==> src/rtl/wb_arbiter.sv <==
// Register-file write-port arbiter: pipeline writeback vs. one buffered MDU result,
// with starvation stall and a per-register pending scoreboard for decode interlock.
module wb_arbiter #(
    parameter int unsigned XLEN       = 32,
    parameter int unsigned STARVE_MAX = 4
) (
    input  logic            clk,
    input  logic            rst_n,
    input  logic            i_wb_wen,
    input  logic [4:0]      i_wb_addr,
    input  logic [XLEN-1:0] i_wb_data,
    output logic            o_wb_stall,
    input  logic            i_mdu_valid,
    output logic            o_mdu_ready,
    input  logic [4:0]      i_mdu_rd,
    input  logic [XLEN-1:0] i_mdu_data,
    input  logic            i_issue_vld,
    input  logic [4:0]      i_issue_rd,
    input  logic [4:0]      i_rs1_addr,
    input  logic [4:0]      i_rs2_addr,
    output logic            o_rs1_busy,
    output logic            o_rs2_busy,
    output logic            o_rf_wen,
    output logic [4:0]      o_rf_waddr,
    output logic [XLEN-1:0] o_rf_wdata
);

    localparam int unsigned CNT_W = $clog2(STARVE_MAX + 1);
    localparam logic [CNT_W-1:0] CNT_MAX = CNT_W'(STARVE_MAX);

    logic            buf_full_q, buf_full_d;
    logic [4:0]      buf_rd_q, buf_rd_d;
    logic [XLEN-1:0] buf_data_q, buf_data_d;
    logic [CNT_W-1:0] cnt_q, cnt_d;
    logic [31:0]     pend_q, pend_d;
    logic            rf_wen_q, rf_wen_d;
    logic [4:0]      rf_waddr_q, rf_waddr_d;
    logic [XLEN-1:0] rf_wdata_q, rf_wdata_d;

    logic starve;
    logic wb_idle;
    logic drain;
    logic accept;

    // Stall and ready derive only from registered state.
    assign starve  = buf_full_q && (cnt_q == CNT_MAX);
    assign wb_idle = !i_wb_wen || (i_wb_addr == 5'd0);
    assign drain   = buf_full_q && (starve || wb_idle);
    assign accept  = i_mdu_valid && !buf_full_q;

    assign o_wb_stall  = starve;
    assign o_mdu_ready = !buf_full_q;
    assign o_rs1_busy  = pend_q[i_rs1_addr];
    assign o_rs2_busy  = pend_q[i_rs2_addr];
    assign o_rf_wen    = rf_wen_q;
    assign o_rf_waddr  = rf_waddr_q;
    assign o_rf_wdata  = rf_wdata_q;

    always_comb begin
        buf_full_d = buf_full_q;
        buf_rd_d   = buf_rd_q;
        buf_data_d = buf_data_q;
        cnt_d      = cnt_q;
        pend_d     = pend_q;
        rf_wen_d   = 1'b0;
        rf_waddr_d = i_wb_addr;
        rf_wdata_d = i_wb_data;

        if (drain) begin
            buf_full_d         = 1'b0;
            cnt_d              = '0;
            rf_wen_d           = (buf_rd_q != 5'd0);
            rf_waddr_d         = buf_rd_q;
            rf_wdata_d         = buf_data_q;
            pend_d[buf_rd_q]   = 1'b0;
        end else begin
            rf_wen_d = i_wb_wen && (i_wb_addr != 5'd0);
            if (buf_full_q && (cnt_q != CNT_MAX)) begin
                cnt_d = cnt_q + CNT_W'(1);
            end
        end

        if (accept) begin
            buf_full_d = 1'b1;
            buf_rd_d   = i_mdu_rd;
            buf_data_d = i_mdu_data;
        end

        // Issue applied after drain so a same-register collision leaves the bit set.
        if (i_issue_vld) begin
            pend_d[i_issue_rd] = 1'b1;
        end
        pend_d[0] = 1'b0;
    end

    always_ff @(posedge clk or negedge rst_n) begin
        if (!rst_n) begin
            buf_full_q <= 1'b0;
            buf_rd_q   <= '0;
            buf_data_q <= '0;
            cnt_q      <= '0;
            pend_q     <= '0;
            rf_wen_q   <= 1'b0;
            rf_waddr_q <= '0;
            rf_wdata_q <= '0;
        end else begin
            buf_full_q <= buf_full_d;
            buf_rd_q   <= buf_rd_d;
            buf_data_q <= buf_data_d;
            cnt_q      <= cnt_d;
            pend_q     <= pend_d;
            rf_wen_q   <= rf_wen_d;
            rf_waddr_q <= rf_waddr_d;
            rf_wdata_q <= rf_wdata_d;
        end
    end

endmodule

==> config.mk <==
export PLATFORM = sky130hd
export DESIGN_NAME = wb_arbiter
export DESIGN_NICKNAME = d
export VERILOG_FILES = /design/src/rtl/wb_arbiter.sv
export SDC_FILE = /design/constraint.sdc
export NUM_CORES = 1
export LEC_CHECK = 0
export CAP_MARGIN = 25
export CORE_MARGIN = 10
export CORE_UTILIZATION = 35
export CTS_BUF_LIST = sky130_fd_sc_hd__clkbuf_16
export DETAILED_ROUTE_END_ITERATION = 10
export GPL_TIMING_DRIVEN = 0
export PLACE_DENSITY = 0.66
export SLEW_MARGIN = 20
export SYNTH_ARGS = -nofsm -noshare
export SYNTH_HDL_FRONTEND = slang
export SYNTH_SLANG_ARGS = --single-unit
==> constraint.sdc <==
create_clock -name clk -period 5.65 [get_ports clk]
set_input_delay 1.13 -clock clk [delete_from_list [all_inputs] [get_ports clk]]
set_output_delay 1.13 -clock clk [all_outputs]
set_load 0.05 [all_outputs]
==> summary.txt <==
Outcome
  • Status: finished, final reports clean

Global routing
  • First-pass GRT wire length: 23540 um
  • Vias in the first global route: 4315
  • Largest net degree at the start of global routing: 64
  • Initial antenna violation count: 0
  • Global-route usage over all layers: 14.65%
  • Gr ovfl total: 0

Synth
  • Leading area contributor after synthesis: dfrtp_1
  • Async SR Flop Fraction: between 90% and 100%
  • Synth Area in Compound Gates: about a tenth
  • Post-synthesis average cell area: 12.41 um2
  • Ys Warns: 0
  • Main combinational cell family by area after synthesis: multiplexers
  • Main synth FF type: dfrtp_1
  • Synthesized Nets: between 500 and 600
  • Post-synthesis register bit count: 110
  • Synth top area share: about 52%
  • Syn Inst Count: 425
  • Top cells by area, synth: dfrtp_1 (52%), mux2_2 (9.4%), mux2_4 (8.5%)
  • Post-Syn Area: roughly 5300 um2
  • Multiplexer area fraction after synthesis: 24.09%
  • EDFF count, synth: 0
  • Adder-Cell Fraction of Synth Area: less than 1%
  • Xor/xnor share of the synthesized area: 0%
  • Netlist cell types: 39
  • Post-synth top cells: dfrtp_1 (110), mux2_2 (44), mux2_4 (30), nand3_1 (30), nor2_1 (30)
  • Sequential share of the synthesized area: 52.17%
  • Simple-Gate Fraction of Synth Area: 10.34%
  • Most common cell in the synthesized netlist: dfrtp_1

STA
  • Setup ws final: roughly 0.95 ns
  • Slew HR: 44.02%
  • Setup tns final: 0 ns
  • Fin Hold WS: between 0.5 and 0.6 ns
  • Hold Vio Cnt, Final: 0
  • Fin. max-slew vios: 0
  • Period utilization: 83.20%
  • Maximum clock frequency: 0.2127 GHz
  • Setup Skew: 0.009827 ns
  • Worst Tran Pin Value: 0.8379 ns
  • Fin crit period: 4.701 ns
  • Final Setup Violations: 0
  • RSZ-0062 raised after global routing: no

Cells and area
  • # diodes: 0
  • Nets@finish: 662
  • Design area: 7119 um2
  • Layout cells sized above 1: between 10% and 20%
  • Layout overhead on the synthesized area: 34.93%

Place
  • Port bufs: ~130
  • Dpl cell area: just under 7000 um2
  • HPWL Detailed: 11130 um
  • Dpl ws: 0.9591 ns
  • Global placement routability congestion: 0.8857

Worst setup path
  • WP data required: 4.52 ns
  • Sequence of cells on the critical path: clkdlybuf4s50_1 > buf_1 > mux2i_1 > a22oi_1 > nand3_1 > nand4_1 > clkdlybuf4s50_1
  • Buf/Inv on CP: 3
  • Arr. time, crit path: 3.57 ns
  • Worst Setup End Kind: primary output
  • Slowest CP cell: clkdlybuf4s50_1
  • Critical Path Most Common Cell: clkdlybuf4s50_1
  • Largest stage delay, worst path: 0.82 ns
  • Setup CP Type: in -> out
  • CP startpoint kind: input port
  • CP delay by family, top: buffers and inverters
  • Max Fanout on Critical Path: 10

Route
  • DR pass1 iterations: 4
  • DR WL/cell: just under 20 um
  • Final wirelength: 14610 um
  • DRC: 0
  • Vias/cell: around 5.3
  • Iteration-0 DRC Markers: 246
  • DRT antenna net count: 0
  • Via count: 3990

Floorplan
  • I/O pin cnt: 136
  • Row count: 44
  • Die Height: between 100 and 150 um
  • Die area: 20390 um2
  • Die width: 142.8 um
  • Core ar.: between 10000 and 15000 um2
  • Starting Density: 36.03%

Clock network
  • CTS tree: done
  • CTS buffer count: 9
  • Htree depth: 3
  • Root buffer cell: clkbuf_16
  • Cts repair resizes: 0
  • Clk_lat worst skew: approximately 0.35 ns
  • Clock-pin slew on the worst setup and hold paths: roughly 0.070 ns
  • Setup bufs post-CTS: 0
  • Post-CTS Hold Buffers: 0
  • Clock Tree Buf Depth: 2
  • Clk sinks: 110

Pwr
  • Power Dens Cells: 383.2 nW/um2
  • Leakage: 3.002 nW
  • Peak VDD IR: approximately 0.21 mV

Worst hold path
  • Worst hold path type: reg -> reg

Run
  • Max_cap viols: 0
==> layer usage <==
| metal | track usage (%) | vias up | wire, um |
|---|---|---|---|
| met5 | 0 | - | 0 |
| met4 | 4.180 | 0 | 231 |
| met3 | 8.192 | 22 | 1947 |
| met2 | 22.59 | 194 | 6558 |
| met1 | 17.17 | 1946 | 5868 |
| li1 | - | 1828 | - |
==> flip-flops by register name, summed over array words and instances (netlist names) <==
name / count
o_rf_wen: 1
o_rf_wdata: 32
buf_rd_q: 5
o_rf_waddr: 5
buf_full_q: 1
buf_data_q: 32
pend_q: 31
cnt_q: 3
==> metrics by stage <==
| stage | cells | utilization, % | total power, W |
|---|---|---|---|
| after detailed placement | 739 | 46.65 | 0.002139 |
| after floorplan | 425 | - | 0.001780 |
| after global routing | 755 | 48.62 | 0.002878 |
| after global placement | 738 | 46.42 | 0.002111 |
| final | 755 | 48.62 | 0.002728 |
| after CTS | 755 | 48.62 | 0.002751 |
==> report_power, final <==
part | leakage, nW | switching (W) | internal (W)
Combinational | 1.58 | 0.000518 | 0.000454
Sequential | 1.29 | 0.000147 | 0.00101
Clock | 0.134 | 0.000299 | 0.000304
Total | 3.00 | 0.000963 | 0.00176
==> final timing paths <==
path / start / to / slack, ns / cells after the start
max in group asynchronous: rst_n / pend_q[4]$_DFF_PN0_ / 4.30 / 2
hold / removal: buf_data_q[14]$_DFFE_PN0P_ / o_rf_wdata[14]$_DFF_PN0_ / 0.51 / 1
hold reg to reg: buf_data_q[14]$_DFFE_PN0P_ / o_rf_wdata[14]$_DFF_PN0_ / 0.51 / 1
setup reg to reg: buf_full_q$_DFFE_PN0P_ / buf_data_q[25]$_DFFE_PN0P_ / 3.52 / 4
min in group asynchronous: rst_n / buf_data_q[7]$_DFFE_PN0P_ / 0.71 / 1
setup / recovery: i_rs2_addr[2] / o_rs2_busy / 0.95 / 7
==> placed cells by master (no fill, tap or decap), drive strengths merged <==
cell type      synthesis  routed
nor3b                  4       4
a22oi                  4       4
nand2                 11      11
a22o                  21      21
nand2b                 7       7
o2111ai                2       2
mux4                   6       6
o22ai                  1       1
or2                    2       2
nor3                   2       2
nor2                  30      30
a21oi                 26      26
dfrtp                110     110
nand3                 30      30
a211oi                12      12
nand3b                 3       3
o211ai                 3       3
and2                   1       1
or3b                   2       2
or4                    1       1
or3                    1       1
and3b                  2       2
and3                   2       2
nor2b                  5       5
mux2i                 19      19
clkinvlp               0       2
clkdlybuf4s50          0     128
nand4                  2       2
ha                     2       2
o31ai                  1       1
buf                   11      13
clkinv                 0       5
a21o                   1       1
o21ai                  3       3
inv                    5       5
mux2                  74      74
clkbuf                19      28
==> logic make-up after synthesis <==
kind of cell / Yosys count
flops: 110
buf+inv: 35
fa+ha+maj: 2
simple gates: 105
mux: 99
compound gates: 74
==> cell type report <==
class | instances | area, um2
plain buffers | 30 | 138.9
repair buffers | 130 | 1320
flip-flops and latches | 110 | 2753
fillers | 1308 | 7525
inverters | 5 | 18.77
multi-input cells | 280 | 2371
well taps | 184 | 230.2
clock inverters | 7 | 62.56
clock buffers | 9 | 225.2
(Power assumes the default switching activity.)
